### config.mk
export PLATFORM = sky130hd
export DESIGN_NAME = rsa_encrypt_seq
export DESIGN_NICKNAME = d
export VERILOG_FILES = /design/src/rtl/rsa_pkg.sv /design/src/rtl/rsa_modmul.sv /design/src/rtl/rsa_encrypt_seq.sv
export SDC_FILE = /design/constraint.sdc
export NUM_CORES = 1
export LEC_CHECK = 0
export CAP_MARGIN = 20
export CORE_MARGIN = 2
export CORE_UTILIZATION = 45
export DETAILED_ROUTE_END_ITERATION = 8
export HOLD_SLACK_MARGIN = 0.08
export PLACE_DENSITY_LB_ADDON = 0.3
export SETUP_SLACK_MARGIN = 0.15
export SLEW_MARGIN = 10
export SYNTH_ARGS = -nofsm -noshare
export SYNTH_HDL_FRONTEND = slang
export SYNTH_SLANG_ARGS = --single-unit
export TNS_END_PERCENT = 5
### constraint.sdc
create_clock -name clk -period 14.6 [get_ports clk]
set_clock_uncertainty 0.15 [all_clocks]
set_input_delay 1.46 -clock clk [delete_from_list [all_inputs] [get_ports clk]]
set_output_delay 1.46 -clock clk [all_outputs]
set_load 0.01 [all_outputs]
### src/rtl/rsa_pkg.sv
// Shared sizes, sequencer states and latency for the RSA encrypt engine.
package rsa_pkg;

  localparam int DEF_W  = 7;
  localparam int DEF_EW = 7;

  // start-sampling edge to done-high edge, normal path
  localparam int LATENCY = (DEF_EW + 1) * DEF_W + 1;

  typedef enum logic [1:0] {
    IDLE,
    REDUCE,
    EXP,
    FINISH
  } state_t;

endpackage

### src/rtl/rsa_modmul.sv
// Bit-serial interleaved modular multiplier: p = a*b mod n, b < n required.
// load processes a's MSB at once; W-1 further cycles finish the product.
module rsa_modmul
  import rsa_pkg::*;
#(
  parameter int W = DEF_W
) (
  input  logic         clk,
  input  logic         reset,
  input  logic         load,
  input  logic [W-1:0] a,
  input  logic [W-1:0] b,
  input  logic [W-1:0] n,
  output logic         busy,
  output logic         done,
  output logic [W-1:0] p
);

  localparam int CW = $clog2(W + 1);

  logic [W-1:0]  a_sh;
  logic [W-1:0]  b_r;
  logic [W-1:0]  n_r;
  logic [W-1:0]  acc;
  logic [CW-1:0] cnt;

  // One Horner step; W+1 bits hold 2*acc and acc+b without overflow since acc, b < n.
  function automatic logic [W-1:0] step(input logic [W-1:0] acc_in, input logic abit,
                                        input logic [W-1:0] bv, input logic [W-1:0] nv);
    logic [W:0] t;
    t = {acc_in, 1'b0};
    if (t >= {1'b0, nv}) t = t - {1'b0, nv};
    if (abit) t = t + {1'b0, bv};
    if (t >= {1'b0, nv}) t = t - {1'b0, nv};
    return t[W-1:0];
  endfunction

  always_ff @(posedge clk) begin
    if (reset) begin
      a_sh <= '0;
      b_r  <= '0;
      n_r  <= '0;
      acc  <= '0;
      cnt  <= '0;
      done <= 1'b0;
    end else if (load) begin
      acc  <= step('0, a[W-1], b, n);
      a_sh <= {a[W-2:0], 1'b0};
      b_r  <= b;
      n_r  <= n;
      cnt  <= CW'(W - 1);
      done <= 1'b0;
    end else if (cnt != '0) begin
      acc  <= step(acc, a_sh[W-1], b_r, n_r);
      a_sh <= {a_sh[W-2:0], 1'b0};
      cnt  <= cnt - 1'b1;
      done <= (cnt == CW'(1));
    end else begin
      done <= 1'b0;
    end
  end

  assign busy = (cnt != '0);
  assign p    = acc;

endmodule

### src/rtl/rsa_encrypt_seq.sv
// RSA encryption C = M^e mod n, right-to-left square-and-multiply with a
// fixed (EW+1)*W+1 cycle schedule independent of e and M.
module rsa_encrypt_seq
  import rsa_pkg::*;
#(
  parameter int W  = DEF_W,
  parameter int EW = DEF_EW
) (
  input  logic          clk,
  input  logic          reset,
  input  logic          start,
  input  logic [W-1:0]  M,
  input  logic [EW-1:0] e,
  input  logic [W-1:0]  n,
  output logic          busy,
  output logic          done,
  output logic [W-1:0]  encrypted_C,
  output logic          err
);

  localparam int CW = $clog2(W);
  localparam int BW = (EW > 1) ? $clog2(EW) : 1;
  localparam logic [CW-1:0] LAST_CYC = CW'(W - 1);
  localparam logic [BW-1:0] LAST_BIT = BW'(EW - 1);

  state_t state, state_next;

  logic [EW-1:0] e_r;
  logic [W-1:0]  n_r, res, base, res_next, base_next;
  logic [CW-1:0] cyc;
  logic [BW-1:0] bit_idx;
  logic          bad, step_end, last_bit, accept;
  logic          mul_load, sq_load;
  logic [W-1:0]  mul_a, mul_b, mul_n, mul_p, sq_p;
  logic          mul_busy, mul_done, sq_busy, sq_done;

  assign step_end = (cyc == LAST_CYC);
  assign last_bit = (bit_idx == LAST_BIT);
  assign accept   = (state == IDLE) && start;

  always_comb begin
    state_next = state;
    res_next   = res;
    base_next  = base;
    mul_load   = 1'b0;
    sq_load    = 1'b0;
    case (state)
      IDLE: begin
        if (start) begin
          state_next = (n < W'(2)) ? FINISH : REDUCE;
          mul_load   = (n >= W'(2));
        end
      end
      REDUCE: begin
        if (step_end) begin
          state_next = EXP;
          res_next   = W'(1);
          base_next  = mul_p;
          mul_load   = 1'b1;
          sq_load    = 1'b1;
        end
      end
      EXP: begin
        if (step_end) begin
          res_next  = e_r[bit_idx] ? mul_p : res;
          base_next = sq_p;
          if (last_bit) begin
            state_next = FINISH;
          end else begin
            mul_load = 1'b1;
            sq_load  = 1'b1;
          end
        end
      end
      FINISH: state_next = IDLE;
      default: state_next = IDLE;
    endcase
    // Next iteration's operands come straight from the products just finished.
    mul_a = (state == IDLE) ? M : res_next;
    mul_b = (state == IDLE) ? W'(1) : base_next;
    mul_n = (state == IDLE) ? n : n_r;
  end

  always_ff @(posedge clk) begin
    if (reset) state <= IDLE;
    else       state <= state_next;
  end

  always_ff @(posedge clk) begin
    if (reset) begin
      e_r         <= '0;
      n_r         <= '0;
      res         <= '0;
      base        <= '0;
      cyc         <= '0;
      bit_idx     <= '0;
      bad         <= 1'b0;
      busy        <= 1'b0;
      done        <= 1'b0;
      encrypted_C <= '0;
      err         <= 1'b0;
    end else begin
      done <= (state == FINISH);
      if (accept) begin
        e_r     <= e;
        n_r     <= n;
        err     <= 1'b0;
        busy    <= 1'b1;
        bad     <= (n < W'(2));
        res     <= '0;
        cyc     <= '0;
        bit_idx <= '0;
      end
      if (state == REDUCE || state == EXP) begin
        cyc <= step_end ? '0 : cyc + 1'b1;
        if (step_end) begin
          res  <= res_next;
          base <= base_next;
          if (state == EXP) bit_idx <= bit_idx + 1'b1;
        end
      end
      if (state == FINISH) begin
        encrypted_C <= res;
        err         <= bad;
        busy        <= 1'b0;
      end
    end
  end

  rsa_modmul #(.W(W)) u_mul (
    .clk(clk), .reset(reset), .load(mul_load),
    .a(mul_a), .b(mul_b), .n(mul_n),
    .busy(mul_busy), .done(mul_done), .p(mul_p)
  );

  rsa_modmul #(.W(W)) u_sq (
    .clk(clk), .reset(reset), .load(sq_load),
    .a(base_next), .b(base_next), .n(n_r),
    .busy(sq_busy), .done(sq_done), .p(sq_p)
  );

  // Sequencing runs off cyc/bit_idx; the multipliers' own status is informational.
  logic unused_mul_status;
  assign unused_mul_status = ^{mul_busy, mul_done, sq_busy, sq_done};

endmodule

# == Word level (Yosys, flattened, before mapping) ==
# Cells that the tools add are included.
# totals
reg_bits,107
in_bits,24
out_inout_bits,10
word_cells,154
# op_classes
addsub,16
order_cmp,11
eq_ne,9
mux,80
reduce_logical,14
# ops
op,n
$mux 8,28
$mux 7,23
$ge 8x7->1,6
$mux 3,11
$add 8x7->8,4
$pmux 7 s2,2
$sub 7x7->7,4
$sub 1x7->8 const A,2
$sub 8x7->8,2
$ge 1x7->1 const A,2
$mux 2,5
$ne 2x2->1 const B,4
$pmux 2 s4,1
$reduce_bool 2->1,4
$ge 7x2->1 const B,1
$lt 7x2->1 const B,1
$mux 1,7
$add 3x1->3 const B,2
$eq 3x3->1 const B,2
$reduce_bool 3->1,2
$reduce_or 2->1,3
$sub 3x1->3 const B,2
$eq 2x2->1 const B,2
$lt 3x4->1 const B,1
other kinds (9),9

# == Longest topological paths before layout ==
# Gate-level depths: netlist (run 1).
# logic_depth
ltp_word,15
ltp_mapped,26
mapped_depth_nobuf,25

# == Cells and area by module ==
# Synthesis (run 1) repeated with hierarchy kept, for this count alone.
# hier_totals
hier_cells,1038
area_unflattened_um2,8732.1
# modules_own_cells
mod,instances,cells_each,area_per_inst_um2
rsa_modmul (u_mul),1,386,3266.9
rsa_modmul (u_sq),1,368,3081.7
rsa_encrypt_seq,1,284,2383.5

# == Worst setup path after synthesis (run 1) ==
# Ideal clock, no wire load.
# synth_path
path_type,input to register
startpoint,input n[1]
endpoint,"register u_mul.acc[0], in the netlist u_mul.p[0]"
setup_time_ps,75
t_arrival_ps,5058
slack_ps,9317
stages,16
n_path_buf,0
path_cell_list,mux2i_1 ha_1 o21ai_0 nor2_1 ha_1 fa_1 mux2_2 fa_1 a21o_1 a21oi_1 o21ai_0 o22ai_1 nand4b_1 nand2_2 mux2_2 o22ai_1
# synth_between
elab_chain_cells,12
elab_cells_between_ends,18
# synth_rtl
element,line_no,rtl
"start, declared",rsa_encrypt_seq.sv:14,"input logic [W-1:0] n,"
$mux 7,rsa_encrypt_seq.sv:81,mul_n = (state == IDLE) ? n : n_r;
$sub 1x7->8 / $ge 1x7->1 (equally long branches),rsa_modmul.sv:32,"if (t >= {1'b0, nv}) t = t - {1'b0, nv};"
$mux 8,rsa_modmul.sv:32,
$mux 8,rsa_modmul.sv:46,end else if (load) begin
$mux 8,rsa_modmul.sv:39,if (reset) begin
$add 8x7->8,rsa_modmul.sv:33,"if (abit) t = t + {1'b0, bv};"
$mux 8,rsa_modmul.sv:33,
$mux 8,rsa_modmul.sv:46,
$mux 8,rsa_modmul.sv:39,
$ge 8x7->1 / $sub 7x7->7 (equally long branches),rsa_modmul.sv:34,"if (t >= {1'b0, nv}) t = t - {1'b0, nv};"
$mux 7,rsa_modmul.sv:34,
$mux 7,rsa_modmul.sv:46,
"end signal, assigned",rsa_modmul.sv:47,"acc <= step('0, a[W-1], b, n);"
"end signal, assigned",rsa_modmul.sv:54,"acc <= step(acc, a_sh[W-1], b_r, n_r);"
"end, declared",rsa_modmul.sv:24,logic [W-1:0] acc;
# Parallel ways exist; a longest one is shown, timed or not. The select of a mux whose other input is x is not followed.
# A chain may end at the register's enable or synchronous reset.

# == Final worst setup path (run 1) ==
# layout_path
startpoint,register state[0]
endpoint,"register u_mul.acc[0], in the netlist u_mul.p[0]"
# layout_between
elab_chain_cells,13
elab_cells_between_ends,23
# layout_rtl
element,line_no,rtl
"start, declared",rsa_encrypt_seq.sv:26,"state_t state, state_next;"
"start signal, assigned",rsa_encrypt_seq.sv:86,else state <= state_next;
$logic_not 2->1,--,
$mux 7,rsa_encrypt_seq.sv:81,
$sub 1x7->8 / $ge 1x7->1 (equally long branches),rsa_modmul.sv:32,
$mux 8,rsa_modmul.sv:32,
$mux 8,rsa_modmul.sv:46,
$mux 8,rsa_modmul.sv:39,
$add 8x7->8,rsa_modmul.sv:33,
$mux 8,rsa_modmul.sv:33,
$mux 8,rsa_modmul.sv:46,
$mux 8,rsa_modmul.sv:39,
$sub 7x7->7 / $ge 8x7->1 (equally long branches),rsa_modmul.sv:34,
$mux 7,rsa_modmul.sv:34,
$mux 7,rsa_modmul.sv:46,
# Parallel ways exist; a longest one is shown, timed or not. The select of a mux whose other input is x is not followed.

==> run_results.csv, run 1 <==
group,metric,value,unit
sta,layout_setup_ws,8.676,ns
sta,fin_crit,5.924,ns
cts,cts_root_buf,"clkbuf_16",
logic_synthesis,synth_edf_count,0,
routing,routed_via_density,5.818,
final_layout,multi_input_area,5883,sq um
routing,wirelength,22010,um
sta,hold_violations,0,
cts,cts-buffers-inserted,9,
placement,dp_slack,8.436,ns
final_layout,mostFrequentLayoutCell,"dfxtp_1",
cts,htreeDepth,3,
cts,cts_max_path_buffers,2,
min_path,hold_class,"flop to flop",
die,die_y,140.6,um
final_layout,diodes,0,
cts,hold_buffers,0,
worst_setup_path,crit_required,14.75,ns
logic_synthesis,ys_types,72,
logic_synthesis,yosysSeqAreaShare,25.51,%
cts,post_cts_buffers,0,
sta,setup_violations,0,
placement,io_buffer_count,33,
logic_synthesis,synthCells,1048,
die,dieArea,19770,sq um
run,max_cap_viol_count,0,
worst_setup_path,path_class,"flop to flop",
placement,gp_congestion,0.9265,
pwr,power.density,237.6,nW/um^2
sta,fmaxAchievable,168.8,MHz
global_route,grt_max_degree,87,
logic_synthesis,synth_seq_cells,107,
die,die_x,140.6,um
cts,clock_sinks,107,
worst_setup_path,arrival,6.07,ns
logic_synthesis,yosys_warnings,0,
routing,drtIter0Drc,493,
sta,fin_crit_sh,40.58,%
final_layout,ff_latch_area,2142,sq um
routing,vias,7505,
sta,slew_headroom,38.64,%
routing,drc,0,
sta,fin_setup_tns,0,ns
routing,firstDrtPassIters,5,
sta,worst_pin_slew,0.9203,ns
pwr,p_leak,3.842,nW
global_route,grt_pass1_vias,7251,
routing,wl_per_cell,17.06,um
cts,cts_tree,"done",
final_layout,flow.area_growth_from_synthesis,9.344,%
die,start_util,46.26,%
final_layout,final_cell_mix,"dfxtp_1, nor2_1, nand2_1",
global_route,grt_overflow,0,
sta,drv_slew,0,
placement,hpwl,16980,um
final_layout,fillers,1767,
cts,clk_pin_slew,0.08,ns
final_layout,drive_gt1_share,4.995,%
worst_setup_path,cp-end-kind,"flop",
logic_synthesis,async_reset_ff_share,0,%
outcome,status,"finished, final reports clean",
cts,post_cts_resized,0,
routing,detail-route-antenna-nets,0,
global_route,grt_pass1_wl,37120,um
worst_setup_path,start_kind,"flop",
cts,clk-insertion-delay-late,0.38,ns
die,row_count,49,
global_route,grt.total_usage,23.16,%
logic_synthesis,avgSynthCellArea,8.011,sq um
pwr,ir_worst_vdd,0.1599,mV
logic_synthesis,synth_area,8396,sq um
global_route,antenna_found_initial,0,
logic_synthesis,synth-main-ff-cell,"dfxtp_1",
sta,rsz0062_at_grt,"no",
worst_setup_path,critPathMaxFanout,14,
final_layout,nets,1174,
die,io_pins,34,
die,core_area,18150,sq um
## critical path: stages, from the launching register on
cell and delay [ns]:
dfxtp_1 0.36, inv_1 0.09, ha_1 0.54, and4b_1 0.48, nand2_2 0.16, and3b_1 0.59
a221oi_2 0.21, nor2_1 0.39, mux2i_1 0.44, ha_1 0.23, inv_1 0.06, fa_1 0.39
a21o_1 0.17, a21oi_1 0.22, o21ai_0 0.16, o22ai_1 0.30, nand4b_1 0.18, nand2_2 0.21
mux2_2 0.37, o22ai_1 0.12
## path summary, 6_finish.rpt
path / from / endpoint / slack, ns / depth (start not counted)
min reg2reg: u_sq.n_r[1] / u_sq.n_r[1] / 0.31 / 2
min: u_sq.n_r[1] / u_sq.n_r[1] / 0.31 / 2
max: state[0] / u_mul.p[0] / 8.68 / 19
max reg2reg: state[0] / u_mul.p[0] / 8.68 / 19
## cell usage after synthesis (3+ instances only)
cell type / count / area [sq um]
dfxtp_1: 107 / 2142
nor2_1: 106 / 397.9
nand2_1: 101 / 379.1
a21oi_1: 89 / 445.4
ha_1: 84 / 1051
inv_1: 55 / 206.5
mux2i_1: 49 / 490.5
o21ai_0: 48 / 240.2
a211oi_1: 38 / 285.3
clkbuf_1: 36 / 135.1
a21o_1: 32 / 240.2
xnor2_1: 26 / 227.7
nand3_1: 23 / 115.1
a22oi_1: 18 / 135.1
mux2_2: 18 / 202.7
xor2_1: 18 / 157.7
nor3_1: 16 / 80.08
nand2b_1: 15 / 93.84
a31oi_1: 11 / 68.82
o22ai_1: 11 / 68.82
fa_1: 10 / 200.2
and3_1: 9 / 56.30
nand4_1: 9 / 56.30
and2_1: 8 / 50.05
o21a_1: 8 / 60.06
nor2b_1: 7 / 43.79
o21bai_1: 6 / 45.04
or3_1: 6 / 37.54
or4_1: 6 / 45.04
buf_2: 5 / 25.02
o211ai_1: 5 / 37.54
o31ai_1: 5 / 37.54
a211o_1: 4 / 35.03
nand4b_1: 4 / 35.03
a221oi_2: 3 / 45.04
buf_1: 3 / 11.26
nor4_1: 3 / 18.77
## per-stage QoR
step                      cells  util [%]  area (sq um)  total power [W]  hold slack [ns]
after floorplan            1053         -          8414         0.001601           0.2857
after global placement     1274     48.93          8880         0.001891           0.2925
after detailed placement   1274     48.93          8880         0.001907           0.2971
after CTS                  1290     50.59          9180         0.002169           0.3079
after global routing       1290     50.59          9180         0.002379           0.3242
final                      1290     50.59          9180         0.002182           0.3067
## cell type report
class,count,share of cell area [%]
multi-input combinational,845,64.09
sequential,107,23.33
clock buffer,9,2.453
timing repair buffer,37,3.898
tap,229,3.121
clock inverter,7,0.8178
inverter,56,2.290
## per-layer routing
metal  GRT usage, %  part of all wire [%]  vias up
li1               -                     -     3801
met2          36.87                    44      181
met3          2.378                   4.5       34
met4          7.842                   2.4        0
met1          32.92                    49     3489
met5              0                     0        -
## where the power goes
part,leakage [nW],switching (W),total [W],internal [W]
sequential,0.870,0.0000610,0.000400,0.000339
combinational,2.83,0.000882,0.00153,0.000646
clock,0.145,0.000131,0.000253,0.000122
total,3.84,0.00107,0.00218,0.00111
## logic make-up (layout without fill, tap and decap cells)
family / after synthesis / count (layout) / synth area share (%)
and+or+nand+nor: 328 / 328 / 18.24
AOI/OAI and AO/OA: 305 / 305 / 23.68
DFF: 107 / 107 / 25.51
buffers and inverters: 101 / 109 / 4.635
adders and majority gates: 94 / 94 / 14.90
muxes: 68 / 68 / 8.390
xor gates and xnor gates: 44 / 44 / 4.590
other: 1 / 6 / 0.04467
## sequential cells by signal, summed over array words and instances, names as in the netlist
register     flops
done             1
e_r              7
err              1
u_sq.a_sh        6
u_sq.cnt         3
res              7
u_mul.cnt        3
encrypted_C      7
u_mul.a_sh       6
u_mul.b_r        7
bad              1
u_sq.p           7
u_sq.n_r         7
bit_idx          3
base             7
cyc              3
u_sq.b_r         7
state            2
u_mul.p          7
n_r              7
busy             1
u_mul.n_r        7
Note: power is estimated with default switching activity, not from simulation.
==> run 2: changes to the inputs <==
clock period = 5.2 ns   (was 14.6 ns; I/O delays follow)
==> run 2 against run 1 <==
- critical path depth is the same
- global-route usage grew 0.34 points
- first-iteration DRC count grew 4.1%
- setup slack lost 8.4 ns
- combinational power grew to 3.7 times the previous value
- critical path type unchanged
- largest cell class unchanged
- largest power group unchanged
==> run_results.csv, run 2 (same netlist as run 1, synthesis figures left out) <==
group,metric,value,unit
sta,fmaxAchievable,202.0,MHz
cts,clk-insertion-delay-late,0.36,ns
final_layout,drive_gt1_share,16.59,%
run,max_cap_viol_count,0,
worst_setup_path,critPathMaxFanout,6,
final_layout,mostFrequentLayoutCell,"dfxtp_1",
routing,wl_per_cell,17.53,um
worst_setup_path,start_kind,"flop",
outcome,status,"finished, final reports clean",
placement,io_buffer_count,33,
placement,gp_congestion,0.9361,
final_layout,nets,1246,
final_layout,fin_cells,1362,
cts,cts-buffers-inserted,9,
sta,slew_headroom,36.30,%
cts,cts_root_buf,"clkbuf_16",
worst_setup_path,arrival,5.03,ns
routing,firstDrtPassIters,5,
sta,fin_crit,4.949,ns
sta,worst_pin_slew,0.9555,ns
global_route,antenna_found_initial,0,
min_path,hold_class,"flop to flop",
final_layout,utilization,56.01,%
sta,setup_violations,0,
routing,drc,0,
die,die_x,140.6,um
cts,cts_tree,"done",
die,row_count,49,
routing,detail-route-antenna-nets,0,
pwr,ir_worst_vdd,0.4520,mV
placement,dp.cells,1331,
cts,hold_buffers,0,
die,core_area,18150,sq um
final_layout,flow.area_growth_from_synthesis,21.06,%
cts,htreeDepth,3,
routing,wirelength,23880,um
global_route,grt_pass1_vias,7368,
worst_setup_path,cp-end-kind,"flop",
pwr,p_leak,4.254,nW
cts,clk_pin_slew,0.08,ns
placement,hpwl,17840,um
global_route,grt_max_degree,83,
worst_setup_path,slowest_delay,0.39,ns
global_route,grt_pass1_wl,37560,um
cts,cts_max_path_buffers,2,
worst_setup_path,critical_path.slowest_cell,"mux2_2",
global_route,grt_overflow,0,
worst_setup_path,path_class,"flop to flop",
routing,vias,7923,
cts,clock_sinks,107,
final_layout,final_cell_mix,"dfxtp_1, nor2_1, nand2_1",
sta,drv_slew,0,
die,start_util,46.26,%
routing,drtIter0Drc,513,
routing,routed_via_density,5.817,
final_layout,diodes,0,
die,dieArea,19770,sq um
sta,hold_violations,0,
sta,rsz0062_at_grt,"yes",
die,io_pins,34,
die,die_y,140.6,um
global_route,grt.total_usage,23.50,%
pwr,power.density,736.7,nW/um^2
worst_setup_path,crit_required,5.28,ns
worst_setup_path,crit_chain,"inv_1 -> ha_1 -> a211o_1 -> a31oi_4 -> o21a_4 -> mux2_2 -> ha_1 -> a21oi_1 -> nand3_1 -> xor2_1 -> mux2_4 -> ha_4 -> o21a_1 -> a211oi_2 -> nor3b_2 -> mux2_4 -> mux2_1 -> mux2i_1 -> o221ai_1",
sta,fin_crit_sh,95.18,%
==> run 2: what timing repair did <==
action | in CTS | in global routing
setup endpoints to repair | 14 | 14
pin swaps | 8 | 26
setup buffers | 2 | 13
gates cloned | 0 | 0
resized for setup | 22 | 73
==> run 2: where the power goes <==
part | switching (W) | total (W) | internal (W)
registers | 0.000135 | 0.00109 | 0.000955
logic | 0.00298 | 0.00566 | 0.00268
clock network | 0.000348 | 0.000735 | 0.000387
total | 0.00347 | 0.00749 | 0.00402
==> run 2: stage by stage <==
stage          hold slack [ns]  power [W]  cell area [sq um]  TNS, ns  setup WS [ns]
2_1_floorplan           0.2857   0.004506               8422        0         0.1467
3_3_place_gp            0.2916   0.005718               9315  -0.8932        -0.2758
3_5_place_dp            0.2998   0.005751               9315   -1.143        -0.2701
4_1_cts                 0.3109   0.006745               9732        0         0.1290
5_1_grt                 0.3245   0.008048              10160        0        0.05122
6_report                0.3117   0.007487              10160        0         0.2507
==> run 2: cell type report <==
cell class | count | area [sq um]
clock buffers | 9 | 225.2
clock inverters | 7 | 87.58
fillers | 1712 | 7984
inverters | 56 | 215.2
multi-input cells | 845 | 6304
flip-flops and latches | 107 | 2147
well taps | 229 | 286.5
repair buffers | 109 | 898.4
==> run 2: worst paths after layout <==
path                                    from         end  slack, ns  cells past startpoint
worst max-delay path            u_mul.n_r[5]  u_mul.p[1]       0.25                     19
worst min-delay path                  e_r[1]      e_r[1]       0.31                      2
worst max register to register  u_mul.n_r[5]  u_mul.p[1]       0.25                     19
worst min register to register        e_r[1]      e_r[1]       0.31                      2
==> run 2: metal layers <==
| layer | wire [um] | global-route usage, % | share of wire, % | vias up |
|---|---|---|---|---|
| met5 | 0 | 0 | 0 | - |
| met4 | 657 | 8.316 | 2.8 | 0 |
| met3 | 1153 | 2.582 | 4.8 | 46 |
| met2 | 10720 | 37.80 | 45 | 209 |
| met1 | 11350 | 32.86 | 48 | 3730 |
| li1 | - | - | - | 3938 |
==> run 2: critical path: cells and delay by family (launching register included) <==
kind | cells | cell delay, ns
fa+ha+maj | 3 | 0.84
buf+inv | 1 | 0.12
flops | 1 | 0.33
simple gates | 2 | 0.32
xor+xnor | 1 | 0.16
mux | 5 | 1.39
compound gates | 7 | 1.51
